## config.mk

```make
export PLATFORM = sky130hd
export DESIGN_NAME = acc_layer_ctrl
export DESIGN_NICKNAME = d
export VERILOG_FILES = /design/src/rtl/acc_layer_ctrl.sv
export SDC_FILE = /design/constraint.sdc
export NUM_CORES = 1
export LEC_CHECK = 0
export CORE_UTILIZATION = 60
export CTS_CLUSTER_SIZE = 20
export DETAILED_ROUTE_END_ITERATION = 7
export PLACE_DENSITY_LB_ADDON = 0.2
export SLEW_MARGIN = 20
export SYNTH_ARGS = -nofsm -noshare
export SYNTH_HDL_FRONTEND = slang
export SYNTH_SLANG_ARGS = --single-unit
```

## constraint.sdc

```tcl
create_clock -name clk -period 11.25 [get_ports clk]
set_input_delay 3.375 -clock clk [delete_from_list [all_inputs] [get_ports clk]]
set_output_delay 3.375 -clock clk [all_outputs]
set_load 0.02 [all_outputs]
```

## src/rtl/acc_layer_ctrl.sv

```systemverilog
// Layer sequencer for the accumulator bank: latches a conv-layer config, gates systolic-array
// psum rows into all accumulator columns in lockstep, then waits for every column's last.
module acc_layer_ctrl #(
    parameter int NUM_COL       = 8,
    parameter int SIZE_W        = 5,
    parameter int CH_W          = 6,
    parameter int CNT_W         = 16,
    parameter int DRAIN_TIMEOUT = 4096
) (
    input  logic               clk,
    input  logic               rst_n,
    input  logic               cfg_valid_i,
    output logic               cfg_ready_o,
    input  logic [SIZE_W-1:0]  cfg_ofmap_size_i,
    input  logic [CH_W-1:0]    cfg_ifmap_ch_i,
    input  logic               sa_valid_i,
    output logic               sa_ready_o,
    input  logic [NUM_COL-1:0] acc_pready_i,
    output logic [NUM_COL-1:0] acc_pvalid_o,
    output logic [SIZE_W-1:0]  acc_ofmap_size_o,
    output logic [CH_W-1:0]    acc_ifmap_ch_o,
    input  logic [NUM_COL-1:0] acc_last_i,
    output logic               busy_o,
    output logic               done_o,
    output logic               err_o,
    output logic [CNT_W-1:0]   beat_cnt_o
);

    localparam int TO_W = $clog2(DRAIN_TIMEOUT + 1);

    typedef enum logic [2:0] {
        S_IDLE,
        S_LOAD,
        S_FEED,
        S_DRAIN,
        S_DONE
    } state_t;

    state_t               state_q, state_d;
    logic [SIZE_W-1:0]    size_q, size_d;
    logic [CH_W-1:0]      ch_q, ch_d;
    logic [CNT_W-1:0]     total_q, total_d;
    logic [CNT_W-1:0]     beat_q, beat_d;
    logic [NUM_COL-1:0]   seen_q, seen_d;
    logic [TO_W-1:0]      to_q, to_d;
    logic                 err_q, err_d;

    logic cfg_bad;
    logic all_ready;
    logic xfer;
    logic all_last;

    // Handshakes are valid/ready: a transfer happens on a cycle where both are high; the
    // sender holds valid and its payload until that cycle. A row moves into all columns or none.
    assign cfg_bad   = (cfg_ofmap_size_i < SIZE_W'(2)) | cfg_ofmap_size_i[0]
                     | (cfg_ofmap_size_i > SIZE_W'(30)) | (cfg_ifmap_ch_i == '0);
    assign all_ready = &acc_pready_i;
    assign xfer      = (state_q == S_FEED) & sa_valid_i & all_ready;
    assign all_last  = &(seen_q | acc_last_i);

    always_comb begin
        state_d = state_q;
        size_d  = size_q;
        ch_d    = ch_q;
        total_d = total_q;
        beat_d  = beat_q;
        seen_d  = seen_q;
        err_d   = err_q;
        to_d    = '0;
        case (state_q)
            S_IDLE: begin
                if (cfg_valid_i) begin
                    if (cfg_bad) begin
                        err_d = 1'b1;
                    end else begin
                        size_d  = cfg_ofmap_size_i;
                        ch_d    = cfg_ifmap_ch_i;
                        err_d   = 1'b0;
                        beat_d  = '0;
                        seen_d  = '0;
                        state_d = S_LOAD;
                    end
                end
            end
            S_LOAD: begin
                total_d = CNT_W'(size_q) * CNT_W'(size_q) * CNT_W'(ch_q);
                state_d = S_FEED;
            end
            S_FEED: begin
                if (xfer) begin
                    beat_d = beat_q + CNT_W'(1);
                    if (beat_q == total_q - CNT_W'(1)) begin
                        state_d = S_DRAIN;
                    end
                end
                // A column finishing before all rows were fed is flagged but not fatal.
                if (|acc_last_i) begin
                    err_d = 1'b1;
                end
            end
            S_DRAIN: begin
                seen_d = seen_q | acc_last_i;
                if (all_last) begin
                    state_d = S_DONE;
                end else if (to_q == TO_W'(DRAIN_TIMEOUT - 1)) begin
                    err_d   = 1'b1;
                    state_d = S_DONE;
                end else begin
                    to_d = to_q + TO_W'(1);
                end
            end
            S_DONE: begin
                state_d = S_IDLE;
            end
            default: begin
                state_d = S_IDLE;
            end
        endcase
    end

    always_ff @(posedge clk or negedge rst_n) begin
        if (!rst_n) begin
            state_q <= S_IDLE;
            size_q  <= '0;
            ch_q    <= '0;
            total_q <= '0;
            beat_q  <= '0;
            seen_q  <= '0;
            to_q    <= '0;
            err_q   <= 1'b0;
        end else begin
            state_q <= state_d;
            size_q  <= size_d;
            ch_q    <= ch_d;
            total_q <= total_d;
            beat_q  <= beat_d;
            seen_q  <= seen_d;
            to_q    <= to_d;
            err_q   <= err_d;
        end
    end

    assign cfg_ready_o      = (state_q == S_IDLE);
    assign sa_ready_o       = (state_q == S_FEED) & all_ready;
    assign acc_pvalid_o     = {NUM_COL{xfer}};
    assign acc_ofmap_size_o = size_q;
    assign acc_ifmap_ch_o   = ch_q;
    assign busy_o           = (state_q != S_IDLE);
    assign done_o           = (state_q == S_DONE);
    assign err_o            = err_q;
    assign beat_cnt_o       = beat_q;

endmodule
```

==> results of run 1 <==
## worst max-delay path: cells and delay by family
family | cells | cell delay, ns
buf+inv | 2 | 1.20
simple gates | 2 | 0.80
## layer usage
metal / global-route usage, % / vias up
li1: - / 2502
met1: 34.8 / 2461
met2: 47.9 / 122
met3: 5.06 / 31
met4: 10.4 / 0
met5: 0 / -
## flip-flops by register name (all words and copies together), names as in the netlist
name	count
to_q	13
state_q	3
seen_q	8
err_o	1
acc_ifmap_ch_o	6
acc_ofmap_size_o	5
beat_cnt_o	16
total_q	16
## where the power goes
part           internal, uW  leakage [uW]  switching [uW]
clock network           160      0.000130            95.9
logic                  11.9       0.00206            10.0
registers               245      0.000908           0.745
## through the flow
stage | hold slack [ns] | instance area [sq um]
floorplan | 0.455 | 6020
global placement | 0.473 | 6710
detailed placement | 0.476 | 6710
CTS | 0.506 | 6970
global route | 0.520 | 6970
finish | 0.503 | 6970
## cells in the final DEF (no fill, tap or decap), types with 11 or more instances in the layout
cell / synthesis / routed
nand4_1: 21 / 21
dfrtp_1: 68 / 68
nor4_1: 17 / 17
clkdlybuf4s50_1: 0 / 69
and2_1: 24 / 24
clkbuf_8: 0 / 11
fa_1: 31 / 31
xor2_1: 15 / 15
a21oi_1: 21 / 21
nor3_1: 20 / 20
xnor2_1: 36 / 36
ha_1: 38 / 38
o21ai_0: 24 / 24
nand2_1: 76 / 76
nor2_1: 53 / 53
inv_1: 72 / 72
## final cells by class
class | count | area [sq um] | share of cell area [%]
flip-flops and latches | 68 | 1700 | 24.4
well taps | 133 | 166 | 2.39
inverters | 72 | 270 | 3.88
clock buffers | 11 | 151 | 2.17
repair buffers | 73 | 718 | 10.3
clock inverters | 5 | 108 | 1.54
multi-input cells | 521 | 3850 | 55.3
## worst min-delay path by stage
stage	cells after the start	to	startpoint	slack [ns]
floorplan	1	to_q[0]$_DFF_PN0_	to_q[0]$_DFF_PN0_	0.45
global placement	1	to_q[0]$_DFF_PN0_	to_q[0]$_DFF_PN0_	0.47
detailed placement	1	to_q[0]$_DFF_PN0_	to_q[0]$_DFF_PN0_	0.48
CTS	1	to_q[0]$_DFF_PN0_	to_q[0]$_DFF_PN0_	0.51
global route	2	seen_q[1]$_DFFE_PN0P_	seen_q[1]$_DFFE_PN0P_	0.52
finish	1	to_q[0]$_DFF_PN0_	to_q[0]$_DFF_PN0_	0.50
## logic make-up after synthesis
group,after synthesis,synth area share (%)
muxes,7,1.46
xor gates and xnor gates,51,7.43
AOI/OAI and AO/OA,111,12.3
buffers and inverters,112,7.67
and+or+nand+nor,283,24.6
DFF,68,28.3
adders and majority gates,69,18.2
==> impl_metrics.yaml, run 1 <==
synth:
  synthTopCellsByArea: "dfrtp_1, fa_1, ha_1"
  yosys_warnings: 0
  ys_ff_latch: 68
  netlist_instances: 701
  synth.avg_cell_area_sq_um: 8.58
  synthArstFlopShare_pct: 100
  synth_nets: 801
  synth_most_common_cell: "nand2_1"
  syn_area_sq_um: 6020
  yosysSeqAreaShare_pct: 28.3
  synth_top_area_share_pct: 28.3
  ys_types: 58
  synth_largest_area_cell: "dfrtp_1"
  synth_flop_cell: "dfrtp_1"
  synth_edf_count: 0
  synthTopCellsByCount: "nand2_1, inv_1, dfrtp_1, nor2_1, ha_1"
worst_setup_path:
  critPathKind: "in2out"
  cp_slowest_stage_delay_ns: 0.73
  path_cells: "clkdlybuf4s50_1 > nand4_1 > nor4_4 > clkdlybuf4s50_1"
  arrival_ns: 5.37
  r2r_setup_slack_ns: 4.20
  crit_required_ns: 7.88
  cpMostUsedCell: "clkdlybuf4s50_1"
  critPathMaxFanout: 12
  cp-end-kind: "primary output"
  crit_end: "acc_pvalid_o[6]"
  rr_startpoint: "acc_ofmap_size_o[0]$_DFFE_PN0P_"
  r2r_cells: 23
  crit_slowest_cell: "clkdlybuf4s50_1"
  r2r_end: "total_q[13]$_DFFE_PN0P_"
  critPathLaunchType: "input pin"
  startpoint: "acc_pready_i[4]"
routing:
  wl_per_cell_um: 15.0
  wl_met1_mm: 5.84
  drt_iter0_drc: 219
  dr.pass1.iters: 4
  avgViaCountPerCell: 5.79
  wirelength_mm: 13.3
  dr_wl_met2_mm: 6.59
  num_vias: 5116
  detail-route-antenna-nets: 0
  top_layer_used: "met4"
  drcViolationCount: 0
  dr_wl_met3_um: 506
final_layout:
  final_cell_count_no_fill: 883
  fill_cells: 771
  nets: 845
  antenna_cells: 0
  drive_above_1_share_pct: 4.53
  post-route-util_pct: 71.6
  area_delta_synth_final_pct: 15.8
placed_design:
  pre_cts_ws_ns: 2.47
  port_buffers: 70
  place_hpwl_mm: 10.0
  placed_cells: 867
  gp_routability_congestion: 0.837
sta:
  finalMaxSlewViolations: 0
  final_hold_viol_count: 0
  rsz0062_at_grt: "no"
  setup_slack_ns: 2.50
  max_slew_margin_pct: 44.3
  finalSetupTns_ns: 0
  fmax_mhz: 114
  finalSetupViolations: 0
  fin_crit_ns: 8.75
  finalCritPeriodShare_pct: 77.7
  fin_skew_ns: 0.0123
  tightest_slew_ns: 0.836
global_routing:
  antenna_found_initial: 0
  grt_start_max_net_pins: 69
  grt_overflow: 0
  grt_usage_pct: 27.8
  grt_pass1_wl_mm: 22.6
  grt_pass1_vias: 4947
power_and_ir_drop:
  power.leakage_uw: 0.00310
  power.density_nw_per_um2: 75.1
  worst_ir_drop_vdd_mv: 0.0522
  power_uw: 523
clock_tree:
  cts_max_level: 3
  post_cts_resized: 0
  cts_tree: "built"
  post_cts_buffers: 0
  cts_hold_buf: 0
  cts_buffer_depth: 2
  cts.sinks: 68
  cts_buffers: 9
  insertion_delay_ns: 0.35
  path_clk_slew_ns: 0.07
  cts.root.buffer_cell: "clkbuf_8"
floorplanning:
  ios: 71
  core_area_sq_um: 9730
  die_h_um: 102
  die-area_sq_um: 10400
  fp.dieW_um: 102
  num_rows: 36
  start_util_pct: 61.8
status:
  status: "completed"
flow_run:
  drv_cap: 0
hold_path:
  hold_class: "reg2reg"
No activity file was read; power rests on OpenSTA's default activity.
==> run 2, diff against run 1 <==
--- a/config.mk
+++ b/config.mk
@@ -5,7 +5,7 @@
 export SDC_FILE = /design/constraint.sdc
 export NUM_CORES = 1
 export LEC_CHECK = 0
-export CORE_UTILIZATION = 60
+export CORE_UTILIZATION = 52
 export CTS_CLUSTER_SIZE = 20
 export DETAILED_ROUTE_END_ITERATION = 7
 export PLACE_DENSITY_LB_ADDON = 0.2
==> constraint.sdc (replaced) <==
create_clock -name clk -period 7 [get_ports clk]
set_input_delay 2.1 -clock clk [delete_from_list [all_inputs] [get_ports clk]]
set_output_delay 2.1 -clock clk [all_outputs]
set_load 0.02 [all_outputs]
==> run 2 against run 1 <==
Largest power group unchanged; highest routed layer unchanged; via count grew 1.5%; sequential cell count is the same; clock power grew 91%; first-iteration DRC count grew 45%; critical path depth grew 20; critical path type is now reg2reg; die area grew 15%; clock-buffer cell count shrank 2.
==> impl_metrics.yaml, run 2 (synthesized netlist as in run 1, its figures left out) <==
placed_design:
  place_hpwl_mm: 10.3
  placed_cells: 877
  gp_routability_congestion: 0.906
  postPlaceCellArea_sq_um: 6740
  port_buffers: 70
worst_setup_path:
  cpMostUsedCell: "fa_1"
  rr_startpoint: "acc_ofmap_size_o[1]$_DFFE_PN0P_"
  arrival_ns: 6.84
  r2r_end: "total_q[14]$_DFFE_PN0P_"
  r2r_cells: 24
  critPathMaxFanout: 9
  cp-end-kind: "register"
  critPathKind: "reg2reg"
  crit_slowest_cell: "fa_1"
  cp_slowest_stage_delay_ns: 0.52
  critPathLaunchType: "register"
  r2r_setup_slack_ns: 0.37
  crit_required_ns: 7.21
  cp_top_family: "adder cells"
  path_cells: "nand2_1 > fa_1 > inv_1 > fa_1 > ha_1 > a31o_2 > ha_1 > nor2b_1 > o31a_1 > a21oi_1 > nand2_1 > fa_1 > inv_1 > fa_1 > inv_1 > fa_1 > inv_1 > ha_1 > o21a_1 > o31a_1 > o31a_1 > o211ai_1 > a2111oi_1 > nand3b_1"
  timing.critical_path.buf_inv: 4
sta:
  max_slew_margin_pct: 44.4
  fmax_mhz: 151
  rsz0062_at_grt: "no"
  fin_crit_ns: 6.63
  tightest_slew_ns: 0.834
  fin_skew_ns: 0.00727
  finalCritPeriodShare_pct: 94.7
  finalSetupTns_ns: 0
  finalSetupViolations: 0
  final_hold_viol_count: 0
  finalMaxSlewViolations: 0
clock_tree:
  cts.sinks: 68
  insertion_delay_ns: 0.33
  cts.root.buffer_cell: "clkbuf_16"
  cts_max_level: 3
  cts_buffers: 9
  cts_hold_buf: 0
  cts_buffer_depth: 2
  cts_tree: "built"
  path_clk_slew_ns: 0.06
final_layout:
  design_area_sq_um: 7090
  most-common-layout-cells: "nand2_1, inv_1, clkdlybuf4s50_1"
  drive_above_1_share_pct: 5.44
  nets: 849
  layout_commonest_cell: "nand2_1"
  antenna_cells: 0
  area_delta_synth_final_pct: 17.9
  final_cell_count_no_fill: 894
global_routing:
  grt_start_max_net_pins: 69
  grt_pass1_vias: 5048
  grt_pass1_wl_mm: 23.3
  grt_usage_pct: 25.0
  antenna_found_initial: 0
  grt_overflow: 0
routing:
  detail-route-antenna-nets: 0
  drt_iter0_drc: 317
  drcViolationCount: 0
  dr.pass1.iters: 7
  num_vias: 5194
  avgViaCountPerCell: 5.81
  wirelength_mm: 13.8
  wl_per_cell_um: 15.4
status:
  status: "completed"
power_and_ir_drop:
  worst_ir_drop_vdd_mv: 0.0945
  power.leakage_uw: 0.00315
  power.density_nw_per_um2: 130
floorplanning:
  die-area_sq_um: 12000
  die_h_um: 110
  start_util_pct: 54.3
  fp.dieW_um: 110
  num_rows: 38
  ios: 71
  core_area_sq_um: 11100
hold_path:
  hold_class: "reg2reg"
  worstHoldStart: "seen_q[0]$_DFFE_PN0P_"
  min_to: "seen_q[0]$_DFFE_PN0P_"
  hold_path_depth: 2
flow_run:
  drv_cap: 0
run 2: changes by cell type in the layout (fill, tap and decap cells not counted), moves of 2 or more:
| cell | delta |
|---|---|
| clkbuf_8 | -11 |
| clkbuf_16 | +9 |
| buf_4 | +4 |
| a21boi_0 | -2 |
| inv_6 | +2 |
run 2: through the flow:
| step | hold slack [ns] | total power [uW] | util, % | worst slack (ns) |
|---|---|---|---|---|
| after floorplan | 0.455 | 408 | - | 0.423 |
| after global placement | 0.472 | 437 | 60.8 | 0.474 |
| after detailed placement | 0.483 | 438 | 60.8 | 0.276 |
| after CTS | 0.494 | 928 | 63.8 | 0.246 |
| after global routing | 0.511 | 950 | 64.0 | 0.00887 |
| final | 0.497 | 919 | 64.0 | 0.372 |
run 2: how the worst max path moves through the flow:
stage	startpoint	end	cells after the start
detailed placement	acc_ofmap_size_o[1]$_DFFE_PN0P_	total_q[14]$_DFFE_PN0P_	24
global route	acc_ofmap_size_o[1]$_DFFE_PN0P_	total_q[14]$_DFFE_PN0P_	24
CTS	acc_ofmap_size_o[1]$_DFFE_PN0P_	total_q[12]$_DFFE_PN0P_	24
finish	acc_ofmap_size_o[1]$_DFFE_PN0P_	total_q[14]$_DFFE_PN0P_	24
global placement	acc_ofmap_size_o[1]$_DFFE_PN0P_	total_q[12]$_DFFE_PN0P_	24
floorplan	acc_ofmap_size_o[0]$_DFFE_PN0P_	total_q[12]$_DFFE_PN0P_	25
run 2: power by group:
group	leakage [uW]	total [uW]	internal (uW)	switching, uW
clock network	0.000156	489	314	175
logic	0.00209	34.9	19.1	15.8
registers	0.000908	395	394	1.28
run 2: per-layer routing:
layer / wire length (um) / GRT usage (%) / share of wire, % / vias up
met1: 6000 / 32.0 / 44 / 2524
met4: 282 / 8.57 / 2.0 / 0
li1: - / - / - / 2502
met5: 0 / 0 / 0 / -
met2: 6750 / 43.0 / 49 / 144
met3: 728 / 3.85 / 5.3 / 24
run 2: final cells by class:
| cell class | count | area (sq um) |
|---|---|---|
| Sequential cell | 68 | 1700 |
| Clock inverter | 7 | 98.8 |
| Fill cell | 922 | 3990 |
| Timing Repair Buffer | 77 | 748 |
| Clock buffer | 9 | 225 |
| Tap cell | 140 | 175 |
| Inverter | 72 | 270 |
| Multi-Input combinational cell | 521 | 3870 |
run 2: worst min-delay path, delay by kind of cell, from the launching register on:
kind | cells | cell delay [ns]
AO/OA/AOI/OAI | 1 | 0.04
flip-flops | 1 | 0.35
AND/OR/NAND/NOR | 1 | 0.07
run 2: what timing repair did:
action | 4_1_cts | 5_1_grt
setup buffers | 0 | 1
gates resized for setup | 0 | 8
setup endpoints to repair | 0 | 6
==> run 3, diff against run 2 <==
--- a/config.mk
+++ b/config.mk
@@ -6,8 +6,10 @@
 export NUM_CORES = 1
 export LEC_CHECK = 0
 export CORE_UTILIZATION = 52
+export CTS_CLUSTER_DIAMETER = 150
 export CTS_CLUSTER_SIZE = 20
 export DETAILED_ROUTE_END_ITERATION = 7
+export GPL_ROUTABILITY_DRIVEN = 0
 export PLACE_DENSITY_LB_ADDON = 0.2
 export SLEW_MARGIN = 20
 export SYNTH_ARGS = -nofsm -noshare
==> constraint.sdc (replaced) <==
create_clock -name clk -period 7 [get_ports clk]
set_input_delay 1.4 -clock clk [delete_from_list [all_inputs] [get_ports clk]]
set_output_delay 1.4 -clock clk [all_outputs]
set_load 0.02 [all_outputs]
==> results of run 3 <==
The final DEF is identical to that of run 2. Status: completed.
